## src/rtl/afifo_pkg.sv

```systemverilog
// Shared definitions for the dual-clock FIFO controllers: default sizes and
// Gray/binary pointer conversion used by both the write and read halves.
package afifo_pkg;

    localparam int DEF_DW    = 4;
    localparam int DEF_DEPTH = 8;

    // Functions work on 32-bit values; callers zero-extend and truncate to
    // their own pointer width, which leaves the result unchanged.
    function automatic logic [31:0] bin2gray(input logic [31:0] b);
        return b ^ (b >> 1);
    endfunction

    function automatic logic [31:0] gray2bin(input logic [31:0] g);
        logic [31:0] b;
        b[31] = g[31];
        for (int i = 30; i >= 0; i--) begin
            b[i] = b[i+1] ^ g[i];
        end
        return b;
    endfunction

endpackage

```

## src/rtl/sync_2ff.sv

```systemverilog
// Two-flop synchroniser for a Gray-coded pointer crossing into the clk domain.
// Asynchronously cleared so both FIFO halves agree immediately after reset.
module sync_2ff #(
    parameter int W = 4
) (
    input  logic         clk,
    input  logic         rst,
    input  logic [W-1:0] d,
    output logic [W-1:0] q
);

    logic [W-1:0] s1;

    always_ff @(posedge clk or posedge rst) begin
        if (rst) begin
            s1 <= '0;
            q  <= '0;
        end else begin
            s1 <= d;
            q  <= s1;
        end
    end

endmodule

```

## src/rtl/afifo_wr_ctrl.sv

```systemverilog
// Write-domain controller of the dual-clock FIFO: drives the memory write
// port, exports a registered Gray write pointer and derives full/level.
module afifo_wr_ctrl
    import afifo_pkg::*;
#(
    parameter int DW        = DEF_DW,
    parameter int DEPTH     = DEF_DEPTH,
    parameter int AF_MARGIN = 2,
    localparam int AW       = $clog2(DEPTH),
    localparam int PW       = AW + 1
) (
    input  logic          wclk,
    input  logic          rst,
    input  logic          wr_req,
    input  logic [DW-1:0] wr_data,
    input  logic [PW-1:0] rq_gray_async,
    input  logic          overflow_clr,
    output logic          mem_we,
    output logic [AW-1:0] mem_waddr,
    output logic [DW-1:0] mem_wdata,
    output logic [PW-1:0] wptr_gray,
    output logic          full,
    output logic          almost_full,
    output logic [PW-1:0] level,
    output logic          wr_ack,
    output logic          overflow
);

    logic [PW-1:0] wbin;
    logic [PW-1:0] wgray;
    logic [PW-1:0] wbin_inc;
    logic [PW-1:0] rq_s2;
    logic [PW-1:0] rbin_s;
    logic          accept;

    sync_2ff #(.W(PW)) u_rq_sync (
        .clk (wclk),
        .rst (rst),
        .d   (rq_gray_async),
        .q   (rq_s2)
    );

    // The read pointer seen here lags by two wclk, so level/full can only
    // over-estimate occupancy; a write is never accepted into a used slot.
    assign rbin_s      = PW'(gray2bin(32'(rq_s2)));
    assign level       = wbin - rbin_s;
    assign full        = (wgray == {~rq_s2[AW:AW-1], rq_s2[AW-2:0]});
    assign almost_full = (level >= PW'(DEPTH - AF_MARGIN));

    // Handshake: a write is taken in any cycle where wr_req is high and the
    // FIFO is not full; wr_ack/mem_we mark exactly that cycle. wr_req need
    // not be held, and a request made while full is dropped, not stalled.
    assign accept    = wr_req & ~full & ~rst;
    assign mem_we    = accept;
    assign wr_ack    = accept;
    assign mem_waddr = wbin[AW-1:0];
    assign mem_wdata = wr_data;
    assign wptr_gray = wgray;
    assign wbin_inc  = wbin + 1'b1;

    always_ff @(posedge wclk or posedge rst) begin
        if (rst) begin
            wbin  <= '0;
            wgray <= '0;
        end else if (accept) begin
            wbin  <= wbin_inc;
            wgray <= PW'(bin2gray(32'(wbin_inc)));
        end
    end

    // A fresh overflow wins over a clear arriving in the same cycle.
    always_ff @(posedge wclk or posedge rst) begin
        if (rst) begin
            overflow <= 1'b0;
        end else if (wr_req && full) begin
            overflow <= 1'b1;
        end else if (overflow_clr) begin
            overflow <= 1'b0;
        end
    end

endmodule

```

## config.mk

```make
export PLATFORM = sky130hd
export DESIGN_NAME = afifo_wr_ctrl
export DESIGN_NICKNAME = d
export VERILOG_FILES = /design/src/rtl/afifo_pkg.sv /design/src/rtl/sync_2ff.sv /design/src/rtl/afifo_wr_ctrl.sv
export SDC_FILE = /design/constraint.sdc
export NUM_CORES = 1
export LEC_CHECK = 0
export BUFFER_PORTS_ARGS = -buffer_cell sky130_fd_sc_hd__buf_2
export CAP_MARGIN = 5
export CORE_AREA = 8 8 54 56
export DETAILED_ROUTE_END_ITERATION = 7
export DIE_AREA = 0 0 62 64
export HOLD_SLACK_MARGIN = 0.15
export PLACE_DENSITY = 0.75
export SYNTH_ARGS = -nofsm -noshare
export SYNTH_HDL_FRONTEND = slang
export SYNTH_SLANG_ARGS = --single-unit
```

## constraint.sdc

```tcl
create_clock -name wclk -period 1.9 [get_ports wclk]
set_clock_uncertainty 0.1 [all_clocks]
set_input_delay 0 -clock wclk [delete_from_list [all_inputs] [get_ports wclk]]
set_output_delay 0 -clock wclk [all_outputs]
set_load 0.005 [all_outputs]
```

Yosys cells after proc, flatten, opt, wreduce, memory -nomap -nowiden
Index checks and enable logic that the tools add are counted.
{"block": "word_totals", "mem_count": 0, "ff_bits": 17, "romBits": 0, "ramBits": 0, "latchBits": 0, "word_cells": 22, "out_inout_bits": 20, "input_bits": 12}
{"block": "classes", "bitwise": 9, "n_eq_ne": 1, "muxes": 2, "div_mod_pow": 0, "n_addsub": 2, "n_reduce_logical": 2, "shift": 0, "n_mul": 0, "n_lt_le_gt_ge": 1}
{"operator": "$add 4x1->4 const B", "n": 1}
{"operator": "$eq 4x4->1", "n": 1}
{"operator": "$ge 4x3->1 const B", "n": 1}
{"operator": "$sub 4x4->4", "n": 1}
{"operator": "$xor 4x3->4", "n": 1}
{"operator": "$xor 1x1->1", "n": 3}
{"operator": "$and 1x1->1", "n": 2}
{"operator": "$mux 1", "n": 2}
{"operator": "$not 1->1", "n": 2}
{"operator": "$not 2->2", "n": 1}
{"operator": "$reduce_bool 2->1", "n": 1}
{"operator": "$logic_and 1x1->1", "n": 1}

Depth between registers and ports, before layout
Gate-level depths: netlist of the first run.
{"block": "logic_depth", "ltp_word": 5, "depth_mapped": 9, "depth_no_buf": 9}

Modules after synthesis
From an unflattened synthesis of the first run, not the netlist that was laid out.
{"block": "hier_totals", "cells_unflattened": 69, "hier_area_um2": 833.3}
{"mod": "afifo_wr_ctrl", "instances": 1, "area_each_um2": 629.4, "cells_each": 60}
{"mod": "sync_2ff", "instances": 1, "area_each_um2": 203.9, "cells_each": 9}

Least setup slack after synthesis of the first run
No wires, ideal clock.
{"block": "synth_path", "path_kind": "register to output", "start": "register u_rq_sync.q[3]", "end": "output almost_full", "path_stages_with_launch": 10, "slack_ns": -0.200, "arrival_ns": 2.000, "path_cell_list": "dfrtp_1 > xnor2_1 > xor2_1 > xnor2_1 > ha_1 > inv_1 > fa_1 > xor2_1 > nand2_1 > o21ai_0"}
{"block": "synth_between", "elab_chain_cells": 5}
{"element": "start: declaration", "line_no": "sync_2ff.sv:9", "text": "output logic [W-1:0] q"}
{"element": "start signal: assignment", "line_no": "sync_2ff.sv:17", "text": "q <= '0;"}
{"element": "start signal: assignment", "line_no": "sync_2ff.sv:20", "text": "q <= s1;"}
{"element": "$xor 1x1->1 (*)", "line_no": "afifo_pkg.sv:18", "text": "b[i] = b[i+1] ^ g[i];"}
{"element": "$xor 1x1->1 (2 in a row)", "line_no": "afifo_pkg.sv:18"}
{"element": "$sub 4x4->4 (*)", "line_no": "afifo_wr_ctrl.sv:46", "text": "assign level = wbin - rbin_s;"}
{"element": "named net level[2]", "line_no": "afifo_wr_ctrl.sv:24", "text": "output logic [PW-1:0] level,"}
{"element": "$ge 4x3->1 (*)", "line_no": "afifo_wr_ctrl.sv:48", "text": "assign almost_full = (level >= PW'(DEPTH - AF_MARGIN));"}
{"element": "end: declaration", "line_no": "afifo_wr_ctrl.sv:23", "text": "output logic almost_full,"}
Mark *: on every way through the listed nets, which the timed path passes. The rest lies on a longest branch.

Worst setup path after layout of the first run
{"block": "layout_path", "start": "register u_rq_sync.q[2]", "end": "output almost_full"}
{"block": "layout_between", "elab_chain_cells": 5}
{"element": "$xor 1x1->1 (*)", "line_no": "afifo_pkg.sv:18"}
{"element": "$xor 1x1->1 (2 in a row)", "line_no": "afifo_pkg.sv:18"}
{"element": "$sub 4x4->4 (*)", "line_no": "afifo_wr_ctrl.sv:46"}
{"element": "$ge 4x3->1 (*)", "line_no": "afifo_wr_ctrl.sv:48"}
Every way passes the cells marked *; elsewhere a longest branch is shown, timed or not.

==> summary.txt, run 1 <==
Status
  – Status: finished with violations
  – Violated checks: setup timing

Logic synthesis
  – Post-synth top area share: 48.3%
  – Post-Syn Area per Cell: 12.2 um^2
  – Flops & latches, synth: 16
  – Syn nets: 85
  – Post-synthesis cell type count: 19
  – Cell Area, Synth: 830 um^2
  – Synth area leader: dfrtp_1
  – Seq/Total Area, Yosys: 48.3%
  – Syn. warnings: 0
  – Post-Synthesis Cells: 68
  – Synth area leaders: dfrtp_1 (48%), xnor2_1 (12%), ha_1 (6.0%)

Timing
  – Period utilisation layout: 126%
  – Worst rel slew slack: 61.5%
  – Worst-Margin Slew: 0.576 ns
  – Max Fclk: 0.417 GHz
  – Tmin final: 2.40 ns
  – Post-route setup slack: -0.500 ns
  – RSZ-0062 raised after global routing: yes
  – Endpoints failing setup: 4
  – Slew Viols, Final: 0
  – Hold Vio Cnt, Final: 0

Worst hold path
  – Hold crit path type: in -> async

Power
  – Sw Pwr: 0.713 mW
  – Comb power frac: 60.5%
  – Sw Ratio: 36.6%
  – Clock share of power: 11.0%
  – PwrDens: 1600 nW/um^2
  – Worst IR Drop VDD: 1.03 mV
  – P_int: 1.23 mW
  – Power share of the sequential group: 28.5%
  – Leakage: 0.567 nW

Floorplanning
  – Die Wd: 62 um
  – Core ar.: 2110 um^2
  – Row cnt: 17
  – Chip height: 64 um
  – Die footprint: 3970 um^2
  – IO Pins: 32
  – Initial Util: 39.4%

Place
  – Hpwl dp: 1260 um
  – Gpl congestion: 0.721
  – Port Buf Inserts: 23
  – Placed inst area: 995 um^2
  – Post-Place Worst Slack: -0.238 ns

Setup path
  – Crit end category: primary output
  – Crit path kind: reg -> out
  – RR Startpoint: u_rq_sync.q[3]
  – R2r endpoint: wbin[1]
  – Type of origin of the critical path: register
  – Reg2Reg Depth: 4
  – CP required: 1.80 ns
  – R2r setup slk: 0.17 ns
  – Crit path from: u_rq_sync.q[2]
  – Critical Path AT: 2.30 ns
  – CP Max Fanout: 2
  – Critical Path End: almost_full

Global route
  – First-pass GRT wire length: 2880 um
  – Initial antenna violation count: 0
  – Total GRT Usage: 9.42%
  – Vias in the first global route: 671
  – Grt ovf: 0
  – Largest net degree at the start of global routing: 17

Clocking
  – Clock latency on the worst-skew pair: 0.27 ns
  – CTS tree: done
  – Max Root-Sink Buffers: 2
  – # H-tree levels: 1
  – CTS Buf Count: 3
  – Clock edge transition at the registers on the reported setup and hold paths: 0.09 ns
  – TritonCTS Sinks: 16
  – CTS Root Cell: clkbuf_4

Job
  – Max-Cap Viols: 0

Route
  – Length of the first detailed-routing pass in iterations: 2
  – Via density: 4.49
  – Remaining DRCs: 0
  – Remaining antenna violation count after routing: 0
  – DR vias: 620
  – DRT Wirelength: 1730 um
  – First-iteration detailed-routing DRC count: 7
  – Drt wl/cell: 12.6 um

Final layout
  – Post-route cell area: 1220 um^2
  – Diodes inserted: 0
  – Layout cells sized above 1: 49.1%
  – Area delta synth->final: 46.9%
  – Final Util: 57.9%
  – Fill cells: 177
  – Layout net count: 128
layout make-up:
type                            count  area [um^2]  share of cell area [%]
Multi-Input combinational cell     41          415                    34.1
Tap cell                           28         35.0                    2.87
Sequential cell                    16          400                    32.9
Inverter                            6         22.5                    1.85
Timing Repair Buffer               43          309                    25.4
Clock buffer                        4         36.3                    2.98
synth_stat cells:
cell and instances:
xnor2_1 11, ha_1 4, o21ai_0 3, nor2b_1 1, inv_1 6, a41oi_4 1, xor2_2 1, mux2_2 4
nand2_1 5, buf_4 5, a21oi_1 1, dfrtp_1 16, nand2b_1 1, fa_1 1, xor2_1 4, nor2_1 1
and3_2 1, nand4_1 1, and4_2 1
metrics by stage:
step | hold slack [ns] | std cells | TNS, ns | power [mW]
after floorplan | -0.186 | 68 | -0.121 | 1.13
after global placement | -0.0999 | 119 | -0.372 | 1.48
after detailed placement | -0.0999 | 119 | -0.577 | 1.53
after CTS | 0.233 | 136 | -1.70 | 1.87
after global routing | 0.245 | 138 | -2.25 | 2.13
final | 0.222 | 138 | -1.82 | 1.95
registers in the layout, summed over array words and instances, names as in the netlist:
name          flops
u_rq_sync.q       4
u_rq_sync.s1      4
wbin              4
wptr_gray         3
overflow          1
power groups by stage:
stage / sequential, mW / clock, mW / combinational, mW
CTS: 0.555 / 0.223 / 1.10
floorplan: 0.556 / 0 / 0.577
global placement: 0.553 / 0 / 0.931
global route: 0.579 / 0.238 / 1.32
detailed placement: 0.560 / 0 / 0.966
finish: 0.555 / 0.214 / 1.18
worst max-delay path, cell delays in order (launching register included):
cell and delay, ns:
dfrtp_1 0.42, xnor2_2 0.23, xor2_2 0.19, xnor2_1 0.15, ha_2 0.22, inv_2 0.04, fa_2 0.53, nand2_1 0.05
o21ai_1 0.07, buf_2 0.13
kinds of logic after synthesis:
logic type                 after synthesis  share of synthesized area [%]
DFF                                     16                           48.3
muxes                                    4                           5.43
buffers and inverters                   11                           7.24
and+or+nand+nor                         11                           7.09
adders and majority gates                5                           8.45
xor gates and xnor gates                16                           17.8
AOI/OAI and AO/OA                        5                           5.73
worst min path at each step:
stage                      endpoint  slack [ns]
floorplan                  overflow       -0.19
global placement       mem_wdata[1]        -0.1
detailed placement     mem_wdata[1]        -0.1
CTS                  u_rq_sync.q[2]        0.23
global route        u_rq_sync.s1[2]        0.25
finish               u_rq_sync.q[2]        0.22
cells in the final DEF (no fill, tap or decap), types with 2 or more instances in the layout:
| master | instances |
|---|---|
| buf_2 | 21 |
| dfrtp_1 | 16 |
| dlygate4sd3_1 | 11 |
| xnor2_1 | 10 |
| buf_4 | 8 |
| nand2_1 | 5 |
| mux2_2 | 4 |
| inv_1 | 4 |
| xor2_2 | 3 |
| ha_1 | 3 |
| clkbuf_4 | 3 |
| buf_6 | 3 |
| xor2_1 | 2 |
| inv_2 | 2 |
layer usage:
| metal | part of all wire (%) | global-route usage [%] | wire length [um] |
|---|---|---|---|
| met5 | 0 | 0 | 0 |
| met2 | 53 | 16.4 | 913 |
| met1 | 38 | 10.7 | 656 |
| met4 | 0.46 | 3.42 | 8 |
| met3 | 8.9 | 2.00 | 155 |
repair_timing:
| action | CTS | global route |
|---|---|---|
| pin swaps | 5 | 5 |
| endpoints found under the hold margin | 28 | 0 |
| setup buffers | 2 | 2 |
| endpoints found under the setup margin | 4 | 5 |
| gates resized for setup | 8 | 7 |
| hold buffers | 11 | 0 |
Power figures use the tool's default switching activity.
==> run 2: changes to the inputs <==
PLACE_DENSITY = default   (was 0.75)
PLACE_DENSITY_LB_ADDON = 0.25   (was default)
==> summary.txt, run 2 (synthesized netlist as in run 1, its figures left out) <==
Status
  – Status: finished with violations
  – Violated checks: setup timing

Timing
  – Worst rel slew slack: 61.2%
  – Hold Worst Slack: 0.218 ns
  – Setup Total Neg Slack: -1.60 ns
  – Post-route setup slack: -0.450 ns
  – RSZ-0062 raised after global routing: yes
  – Period utilisation layout: 124%
  – Tmin final: 2.35 ns
  – Slew Viols, Final: 0
  – Hold Vio Cnt, Final: 0
  – Max Fclk: 0.426 GHz
  – Endpoints failing setup: 4
  – Worst-Margin Slew: 0.581 ns

Floorplanning
  – Die Wd: 62 um
  – Initial Util: 39.4%
  – Core ar.: 2110 um^2
  – IO Pins: 32
  – Die footprint: 3970 um^2
  – Chip height: 64 um
  – Row cnt: 17

Global route
  – Vias in the first global route: 610
  – Largest net degree at the start of global routing: 17
  – Initial antenna violation count: 0
  – First-pass GRT wire length: 2570 um
  – Total GRT Usage: 8.58%
  – Grt ovf: 0

Power
  – Sw Ratio: 37.0%
  – Clock share of power: 12.1%
  – P_int: 1.13 mW
  – Sw Pwr: 0.661 mW
  – Leakage: 0.543 nW
  – PwrDens: 1520 nW/um^2
  – Power share of the sequential group: 30.8%
  – Worst IR Drop VDD: 0.937 mV
  – Pwr Total: 1.79 mW
  – Comb power frac: 57.1%

Final layout
  – Commonest non-fill, non-tap cell in the layout: buf_2
  – Layout cells sized above 1: 44.9%
  – Layout net count: 125
  – Diodes inserted: 0
  – Biggest regs: u_rq_sync.q (4), u_rq_sync.s1 (4), wbin (4)
  – Post-Layout Cell Count: 135
  – Commonest non-fill, non-tap cells in the layout: buf_2 (22), dfrtp_1 (16), dlygate4sd3_1 (11)
  – Area delta synth->final: 41.6%

Clocking
  – Clock latency on the worst-skew pair: 0.28 ns
  – # H-tree levels: 1
  – Clock edge transition at the registers on the reported setup and hold paths: 0.09 ns
  – CTS tree: done
  – TritonCTS Sinks: 16
  – CTS Buf Count: 3
  – CTS Root Cell: clkbuf_4
  – Max Root-Sink Buffers: 2

Place
  – Gpl congestion: 0.717
  – Post-Place Worst Slack: -0.237 ns
  – Hpwl dp: 1210 um
  – Port Buf Inserts: 23
  – DP Cell Count: 118

Setup path
  – Critical Path AT: 2.25 ns
  – Type of origin of the critical path: register
  – CP Max Fanout: 2
  – Crit path kind: reg -> out
  – CP required: 1.80 ns
  – Crit end category: primary output

Route
  – Remaining DRCs: 0
  – DR vias: 605
  – Via density: 4.48
  – DRT Wirelength: 1620 um
  – Drt wl/cell: 12.0 um
  – Remaining antenna violation count after routing: 0
  – Length of the first detailed-routing pass in iterations: 4
  – First-iteration detailed-routing DRC count: 11

Job
  – Max-Cap Viols: 0

Worst hold path
  – Hold crit path type: in -> async
[run 2: changes by cell type in the layout (fill, tap and decap cells not counted)]
cell     change
nor2b_1      +1
inv_2        -1
buf_6        -2
o21ai_2      -1
o21ai_1      +1
buf_4        -2
nor2b_4      -1
inv_1        +1
buf_2        +1
[run 2: cell type report]
cell class,count,area (um^2)
sequential,16,400
multi-input combinational,41,404
timing repair buffer,40,277
inverter,6,22.5
fill,180,931
tap,28,35.0
clock buffer,4,36.3
[run 2: path summary, 6_finish.rpt]
kind	startpoint	end	slack (ns)	depth (start not counted)
setup / recovery	u_rq_sync.q[2]	almost_full	-0.45	9
hold / removal	rst	overflow	0.22	3
setup reg to reg	u_rq_sync.q[3]	wptr_gray[0]	0.18	4
hold reg to reg	u_rq_sync.s1[3]	u_rq_sync.q[3]	0.26	0
max in group asynchronous	rst	u_rq_sync.q[0]	1.10	3
min in group wclk	rq_gray_async[3]	u_rq_sync.s1[3]	0.25	2
[run 2: what timing repair did]
| action | in CTS | in global routing |
|---|---|---|
| buffers inserted | 2 | 0 |
| setup endpoints to repair | 4 | 5 |
| pin swaps | 6 | 5 |
| cloned | 0 | 0 |
| endpoints found under the hold margin | 28 | 0 |
| hold buffers | 11 | 0 |
| gates resized for setup | 6 | 3 |
[run 2: metal layers]
layer / wire length (um) / up-vias / GRT usage (%)
met3: 126 / 4 / 2.00
met4: 27 / 0 / 5.13
met1: 667 / 286 / 9.56
li1: - / 295 / -
met2: 798 / 20 / 14.1
met5: 0 / - / 0
[run 2: worst max-delay path, cell delays in order, from the launching register on]
cell and delay [ns]:
dfrtp_1 0.41, xnor2_2 0.23, xor2_2 0.19, xnor2_1 0.14, ha_2 0.21, inv_2 0.04, fa_2 0.52, nand2_1 0.05
o21ai_1 0.06, buf_2 0.12
[run 2: power by group through the flow]
stage | clock [mW] | sequential [mW] | combinational (mW)
after floorplan | 0 | 0.556 | 0.577
after detailed placement | 0 | 0.557 | 0.900
after global routing | 0.244 | 0.567 | 1.14
after CTS | 0.225 | 0.551 | 1.01
after global placement | 0 | 0.553 | 0.883
final | 0.217 | 0.551 | 1.02
[run 2: per-stage QoR]
stage | instance area [um^2] | utilization (%)
finish | 1170 | 55.8
global route | 1170 | 55.8
CTS | 1160 | 55.1
detailed placement | 987 | 46.9
global placement | 987 | 46.9
floorplan | 845 | -
